--- src/rtl/tx_core.sv ---
// UART-style serial transmitter: start bit, 8 data bits LSB first, parity slot, STOP_BITS stop bits.
// Build option: define TX_PARITY_EN to send computed parity in the parity slot (otherwise it is a constant mark).
module tx_core #(
  parameter int CLK_DIV    = 434,
  parameter int STOP_BITS  = 1,
  parameter int PARITY_ODD = 0
) (
  input  logic       clk,
  input  logic       reset,
  input  logic       tx_en,
  input  logic [7:0] tx_data,
  input  logic       tx_valid,
  output logic       tx_ready,
  output logic       tx_done,
  output logic       txd
);

  localparam int   CNT_W     = (CLK_DIV > 1) ? $clog2(CLK_DIV) : 1;
  localparam logic LAST_STOP = 1'(STOP_BITS - 1);

  typedef enum logic [2:0] {
    IDLE,
    START,
    DATA,
    PARITY,
    STOP
  } state_e;

  state_e           state_q, state_d;
  logic [CNT_W-1:0] cnt_q, cnt_d;
  logic [2:0]       bit_idx_q, bit_idx_d;
  logic [7:0]       shift_q, shift_d;
  logic             stop_idx_q, stop_idx_d;
  logic             txd_q, txd_d;
  logic             ready_q, ready_d;
  logic             done_q, done_d;

  logic baud_tick;
  logic accept;
  logic parity_bit;

  assign baud_tick = (cnt_q == CNT_W'(CLK_DIV - 1));
  assign accept    = (state_q == IDLE) && tx_valid && ready_q && tx_en;

`ifdef TX_PARITY_EN
  localparam logic ODD = (PARITY_ODD != 0);
  logic parity_q;

  // Parity is captured with the byte, since the shift register is consumed by the time the slot arrives.
  always_ff @(posedge clk) begin
    if (reset) begin
      parity_q <= 1'b0;
    end else if (accept) begin
      parity_q <= (^tx_data) ^ ODD;
    end
  end

  assign parity_bit = parity_q;
`else
  logic unused_parity_cfg;
  assign unused_parity_cfg = (PARITY_ODD != 0);
  assign parity_bit        = 1'b1;
`endif

  // NOTE: every combinational output gets a default first, so no path leaves it unassigned and no latch is inferred.
  always_comb begin
    state_d    = state_q;
    cnt_d      = cnt_q;
    bit_idx_d  = bit_idx_q;
    shift_d    = shift_q;
    stop_idx_d = stop_idx_q;
    txd_d      = txd_q;
    ready_d    = ready_q;
    done_d     = 1'b0;

    if (state_q != IDLE) begin
      cnt_d = baud_tick ? '0 : cnt_q + CNT_W'(1);
    end

    case (state_q)
      IDLE: begin
        txd_d   = 1'b1;
        ready_d = 1'b1;
        if (accept) begin
          shift_d   = tx_data;
          bit_idx_d = '0;
          cnt_d     = '0;
          txd_d     = 1'b0;
          ready_d   = 1'b0;
          state_d   = START;
        end
      end
      START: begin
        if (baud_tick) begin
          txd_d   = shift_q[0];
          state_d = DATA;
        end
      end
      DATA: begin
        if (baud_tick) begin
          if (bit_idx_q == 3'd7) begin
            txd_d   = parity_bit;
            state_d = PARITY;
          end else begin
            bit_idx_d = bit_idx_q + 3'd1;
            shift_d   = {1'b0, shift_q[7:1]};
            txd_d     = shift_q[1];
          end
        end
      end
      PARITY: begin
        if (baud_tick) begin
          txd_d      = 1'b1;
          stop_idx_d = 1'b0;
          state_d    = STOP;
        end
      end
      STOP: begin
        if (baud_tick) begin
          if (stop_idx_q == LAST_STOP) begin
            done_d  = 1'b1;
            ready_d = 1'b1;
            state_d = IDLE;
          end else begin
            stop_idx_d = 1'b1;
          end
        end
      end
      default: begin
        txd_d   = 1'b1;
        ready_d = 1'b1;
        state_d = IDLE;
      end
    endcase
  end

  // NOTE: sequential state uses non-blocking assignments so every register samples pre-edge values.
  always_ff @(posedge clk) begin
    if (reset) begin
      state_q    <= IDLE;
      cnt_q      <= '0;
      bit_idx_q  <= '0;
      shift_q    <= '0;
      stop_idx_q <= 1'b0;
      txd_q      <= 1'b1;
      ready_q    <= 1'b1;
      done_q     <= 1'b0;
    end else begin
      state_q    <= state_d;
      cnt_q      <= cnt_d;
      bit_idx_q  <= bit_idx_d;
      shift_q    <= shift_d;
      stop_idx_q <= stop_idx_d;
      txd_q      <= txd_d;
      ready_q    <= ready_d;
      done_q     <= done_d;
    end
  end

  assign tx_ready = ready_q;
  assign tx_done  = done_q;
  assign txd      = txd_q;

endmodule
--- config.mk ---
export PLATFORM = sky130hd
export DESIGN_NAME = tx_core
export DESIGN_NICKNAME = d
export VERILOG_FILES = /design/src/rtl/tx_core.sv
export SDC_FILE = /design/constraint.sdc
export NUM_CORES = 1
export LEC_CHECK = 0
export ABC_AREA = 1
export CAP_MARGIN = 0
export CORE_MARGIN = 2
export CORE_UTILIZATION = 35
export DETAILED_ROUTE_END_ITERATION = 12
export GPL_TIMING_DRIVEN = 0
export PLACE_DENSITY_LB_ADDON = 0.05
export SETUP_SLACK_MARGIN = 0.05
export SLEW_MARGIN = 20
export SYNTH_ARGS = -nofsm -noshare
export SYNTH_HDL_FRONTEND = slang
export SYNTH_SLANG_ARGS = --single-unit
--- constraint.sdc ---
create_clock -name clk -period 3.9 [get_ports clk]
set_clock_uncertainty 0.2 [all_clocks]
set_input_delay 0.78 -clock clk [delete_from_list [all_inputs] [get_ports clk]]
set_output_delay 0.78 -clock clk [all_outputs]
set_load 0.01 [all_outputs]
==> results by group <==
Status
  – Status: complete, no violations

Clock tree
  – Setup bufs post-CTS: 0
  – Reg clk slew, reported paths: roughly 90 ps
  – CTS Buffer Depth: 2
  – Htree depth: 1
  – CTS tree: done
  – Skew-Pair Late Insertion Delay: about 270 ps
  – Num CTS Buffers: 3
  – CTS root buffer: clkbuf_8
  – CTS Sinks: 26
  – Hold Buf Count CTS: 0
  – Post-cts repair resize count: 0

Detailed routing
  – DRC: 0
  – 1st-iter DRT viols: 85
  – ANT nets after route: 0
  – Via count: around 1300
  – Via density per instance: roughly 4.8
  – Total wire length: 2893 microns
  – DR WL/cell: 10.48 microns
  – DRT Pass-1 Iters: 4

Power
  – Switch Pwr: between 0.4 and 0.5 mW
  – Switch share: between 40 and 50%
  – VDD IR max: between 0.2 and 0.25 mV
  – Overall Power: roughly 1.1 mW
  – Pwr dens: 687.8 nW/um^2
  – Int Pwr: ~0.63 mW
  – Sequential share of power: 35.2%
  – Clock power share: a little over an eighth
  – Leak pwr: 0.7182 nW
  – Combinational share of power: 51.3%

Critical path
  – Critical Path End Type: output port
  – Crit path DAT: 1180 ps
  – Kind of cell adding the most delay to the critical path: buffers and inverters
  – Critical path cell sequence: clkdlybuf4s50_1
  – CP startpoint kind: flip-flop
  – CP required: between 2000 and 3000 ps
  – Slowest stage delay, CP: roughly 550 ps
  – Critical path peak fanout: 3
  – Critical path class: flip-flop to output port
  – Crit path buf inv count: 1
  – CP max stage cell: clkdlybuf4s50_1

GRT
  – Largest net degree at the start of global routing: 14
  – Tot GR Track Use: roughly 16%
  – Remaining global-route overflow: 0
  – Vias in the first global route: between 1000 and 1500
  – Initial antenna violation count: 0
  – First-pass GRT wire length: around 5400 microns

Placed design
  – Port Buf Inserts: 14
  – Pre-CTS setup slack: 1451 ps
  – Post-DP HPWL: about 2200 microns
  – Inst Count DP: around 270
  – Placer Congestion: roughly 0.83

Logic synthesis
  – Compound-gate portion of the synthesized area: a little under an eighth
  – Syn. warnings: 0
  – Post-synthesis xor/xnor area fraction: 0%
  – Synth area leaders: dfxtp_1 37%, nand2_1 17%, nor2_1 8.3%
  – Synth Flop Type: dfxtp_1
  – Syn Inst Count: between 200 and 250
  – Mapped Area: 1396 sq um
  – Area leader, netlist: dfxtp_1
  – Post-Syn Nets: between 200 and 250
  – Post-synthesis mux area share: 0%
  – Simple-Gate Fraction of Synth Area: between 30% and 40%
  – Syn avg cell area: approximately 6.6 sq um
  – Async S/R FF share, synth: 0%
  – Post-synth EDFFs: 0
  – Largest family of logic cells by synthesized area: simple AND/OR/NAND/NOR gates
  – Adder-Cell Fraction of Synth Area: under 10%
  – Post-synth top area share: a little under two fifths
  – Seq cells post-synth: 26
  – Sequential-to-total area share from yosys stat: between 30 and 40%
  – Synth unique cells: 21

Cells and area
  – Finished Layout Cells: around 280
  – Fillers: a little over 400
  – NumNets Final: ~250
  – Final Util: between 40% and 50%
  – Share of post-route cells with drive strength above 1: ~8.3%
  – Multi-input combinational cell area: 739.5 sq um
  – N_diodes: 0
  – Most frequent cells in the layout: 63 x nand2_1, 31 x nor2_1, 26 x dfxtp_1
  – Most common cell after layout, fill and taps aside: nand2_1
  – Register area: approximately 520 sq um
  – Area grow syn2layout: 17.29%

Floorplanning
  – IO Count: 15
  – Initial Utilization: approximately 37%
  – Core Rows: 22
  – Die area: 4510 sq um
  – Core outline area: about 3700 sq um
  – Die X: 67.16 microns
  – DIE HEIGHT: ~67 microns

STA
  – Minimum clock period: approximately 2200 ps
  – FMAX: around 460 MHz
  – Final Hold Fails: 0
  – Relative slew slack: ~63%
  – RSZ-0062 raised after global routing: false
  – Final number of setup-violating endpoints: 0
  – Sum of negative setup slack: 0 ps
  – Period utilization: between 50% and 60%
  – Setup slack after layout: 1741 ps
  – Worst Tran Pin Value: roughly 560 ps
  – Max-slew violations: 0

Worst hold path
  – Hold Crit Class: flip-flop to flip-flop

Flow run
  – Max-cap violation count: 0
-- power by group through the flow --
| stage | Combinational [mW] | Clock (mW) | Sequential (mW) |
|---|---|---|---|
| after floorplan | 0.451 | 0 | 0.395 |
| after global placement | 0.576 | 0 | 0.400 |
| after detailed placement | 0.585 | 0 | 0.403 |
| after CTS | 0.587 | 0.158 | 0.397 |
| after global routing | 0.671 | 0.171 | 0.407 |
| final | 0.578 | 0.152 | 0.397 |
-- Yosys cell counts, types with 3 or more instances --
cell type / count
nand3_1: 10
ha_1: 4
buf_6: 3
nand2_2: 3
o21ai_0: 17
nand2_1: 63
dfxtp_1: 26
nor2_4: 3
nor2_1: 31
nor3_1: 3
inv_1: 22
a21oi_1: 12
-- layout make-up --
class | count | share of cell area (%)
clock buffers | 3 | 2.521
well taps | 48 | 3.667
plain buffers | 5 | 2.521
repair buffers | 14 | 8.556
multi-input cells | 156 | 45.15
flip-flops and latches | 26 | 31.78
inverters | 24 | 5.806
-- path summary, 6_finish.rpt --
check	startpoint	end	slack, ps	cells after the start
max reg2reg	cnt_q[1]$_SDFF_PP0_	cnt_q[1]$_SDFF_PP0_	2140	8
min	shift_q[7]$_SDFFE_PP0P_	shift_q[7]$_SDFFE_PP0P_	280	2
min reg2reg	shift_q[7]$_SDFFE_PP0P_	shift_q[7]$_SDFFE_PP0P_	280	2
max	tx_ready$_SDFFE_PP1P_	tx_ready	1740	1
-- metrics by stage --
step	instance area [sq um]	hold slack, ps
after global placement	1597	261.0
after floorplan	1396	239.8
final	1638	281.1
after global routing	1638	311.1
after detailed placement	1597	272.8
after CTS	1638	286.3
-- registers in the layout, indices dropped and copies added (netlist names) --
register / cells
cnt_q: 9
shift_q: 8
bit_idx_q: 3
state_q: 3
tx_done: 1
tx_ready: 1
txd: 1
-- kinds of logic (layout without fill, tap and decap cells) --
logic type | after synthesis | count (layout)
simple gates | 121 | 121
compound gates | 31 | 31
buf+inv | 29 | 46
flops | 26 | 26
fa+ha+maj | 4 | 4
-- worst reg2reg max path, cell delays in order (launching register included) --
cell and delay [ps]:
dfxtp_1 380, inv_1 60, ha_1 180, nand2_1 70, nor2_1 40, nand2_1 170
nand2_1 160, or2_2 300, a21oi_1 130
-- metal layers --
layer  vias up  wire (microns)  track usage, %
li1        701               -               -
met1       583            1365           19.92
met2        22            1386           26.86
met3         6             118           3.500
met4         0              23           4.082
met5         -               0               0
No activity file was read; power rests on OpenSTA's default activity.
==> patch: new RTL, same flow settings <==
Build with the macro `TX_PARITY_EN` defined.
--- a/src/rtl/tx_core.sv
+++ b/src/rtl/tx_core.sv
@@ -2,2 +2,4 @@
 // Build option: define TX_PARITY_EN to send computed parity in the parity slot (otherwise it is a constant mark).
+`define TX_PARITY_EN
+
 module tx_core #(
Formal check against the unedited RTL: no difference found for any inputs over 10 cycles, from zero or initial values and one cycle with reset high; that may be too few to reach the edited logic, so the function may still have changed.
==> patch against the original RTL <==
Wire length increased by 22%; design area is 14% higher; worst setup slack worse by 26 ps; final cell count up 17%; sequential cell count up 1; count of clock-buffer cells in the layout grew 1; critical path depth did not move; area after synthesis up 17%; total power is 3.7% lower; sequential power increased by 4%; critical path type unchanged; critical endpoint unchanged.
==> patch: results (changes against the original RTL) <==
logic depth of the worst register-to-register path 9 (+1); adder and majority gate portion of the synthesized area 3.06% (-0.52 points); signal arrival time at the worst endpoint 1200 ps (+20 ps); last weighted congestion value of the routability-driven placer 0.836 (+0.77%); cell area after placement 0.00183 sq mm (+15%); number of gates resized after CTS 0 (unchanged); power share of the sequential group 38.0% (+2.8 points); pin count of the biggest net entering global routing 15 (+1); multiplexer area fraction after synthesis 0% (unchanged); half-perimeter wire length of the detailed placement result 2670 um (+22%); Synth Area in Compound Gates 13.0% (+1.7 points); startpoint of the worst setup timing path tx_ready; 1st-iter DRT viols 67 (-21%); run status completed; initial antenna violation count 0 (unchanged); Wirelength per Cell 11.0 um (+4.7%); highest ir drop seen on vdd 0.207 mV (-17%); sum of routed wire segments on met1 1840 um (+35%); count of input and output buffers 13 (-1); Net count, final 287 (+17%); met1 track utilization from global routing 20.6% (+0.64 points); Slew headroom 80.4% (+18 points); Fill cells 503 (+23%); sequential element share of the synthesized area 33.1% (-4.2 points); share of the synthesized netlist area taken by xor and xnor gates 3.75% (+3.8 points); Setup Viol. Count Final 0 (unchanged); fraction of layout instances using a drive strength above 1 11.9% (+3.5 points); Critical-path top delay cell sky130_fd_sc_hd__clkdlybuf4s50_1; GRT Util Overall 15.1% (-0.61 points); R2R Setup Slk 2160 ps (+20 ps); via count of the first global-routing pass 1,392 (+13%); Max Used Layer met4; largest cells by area after synthesis sky130_fd_sc_hd__dfxtp_1 33%, sky130_fd_sc_hd__nand2_1 17%, sky130_fd_sc_hd__nor2_1 10%; dominant register cell in the synthesized netlist sky130_fd_sc_hd__dfxtp_1; Clock Root Buffer sky130_fd_sc_hd__clkbuf_8; count of distinct cell types in the synthesized netlist 29 (+38%); routed via count 1,487 (+13%); CP endpoint tx_ready; capturing element type of the critical path primary output; share of flip-flops with an asynchronous set or reset 0% (unchanged); Synthesized Nets 269 (+19%); largest registers cnt_q x9, shift_q x8; endpoint of the most critical register-to-register path shift_q[5]; largest fanout on the critical path 3 (unchanged); buffers from clock root to sink, at most 2 (unchanged); wire length of the first global-routing pass 6230 um (+15%); startpoint of the lowest-slack register-to-register path cnt_q[0]; cell types with the highest counts after synthesis 76 x sky130_fd_sc_hd__nand2_1, 44 x sky130_fd_sc_hd__nor2_1, 27 x sky130_fd_sc_hd__dfxtp_1; count of TritonRoute iterations in the first routing pass 4 (unchanged); total CTS buffers 3 (unchanged); static power due to leakage 0.849 nW (+18%); amount of wire on met3 after detailed routing 64 um (-46%); internal power 0.621 mW (-1.6%); met2 Usage GRT 24.1% (-2.8 points); GRT met3 Usage 2.08% (-1.4 points); detailed-routed wire length on met2 1600 um (+15%); Power Clock 0.168 mW (+11%)
-- patch: area by class of cell --
type	count	share of cell area (%)
buffer	4	1.40
clock buffer	4	2.40
inverter	31	6.28
multi-input combinational	191	50.7
sequential	27	28.8
tap	52	3.47
timing repair buffer	13	6.94
-- patch: per-stage QoR --
stage | util, % | std cells | worst slack (ps) | hold slack (ps) | power [mW]
global placement | 41.4 | 318 | 1470 | 261 | 0.931
detailed placement | 41.4 | 318 | 1470 | 258 | 0.932
global route | 42.5 | 322 | 1660 | 307 | 1.19
floorplan | - | 253 | 2040 | 244 | 0.809
CTS | 42.5 | 322 | 1700 | 277 | 1.10
finish | 42.5 | 322 | 1720 | 275 | 1.08
-- patch: worst min-delay path, cell delays in order (launching register included) --
cell and delay, ps:
sky130_fd_sc_hd__dfxtp_1 330, sky130_fd_sc_hd__nand2_2 70, sky130_fd_sc_hd__a21oi_2 40
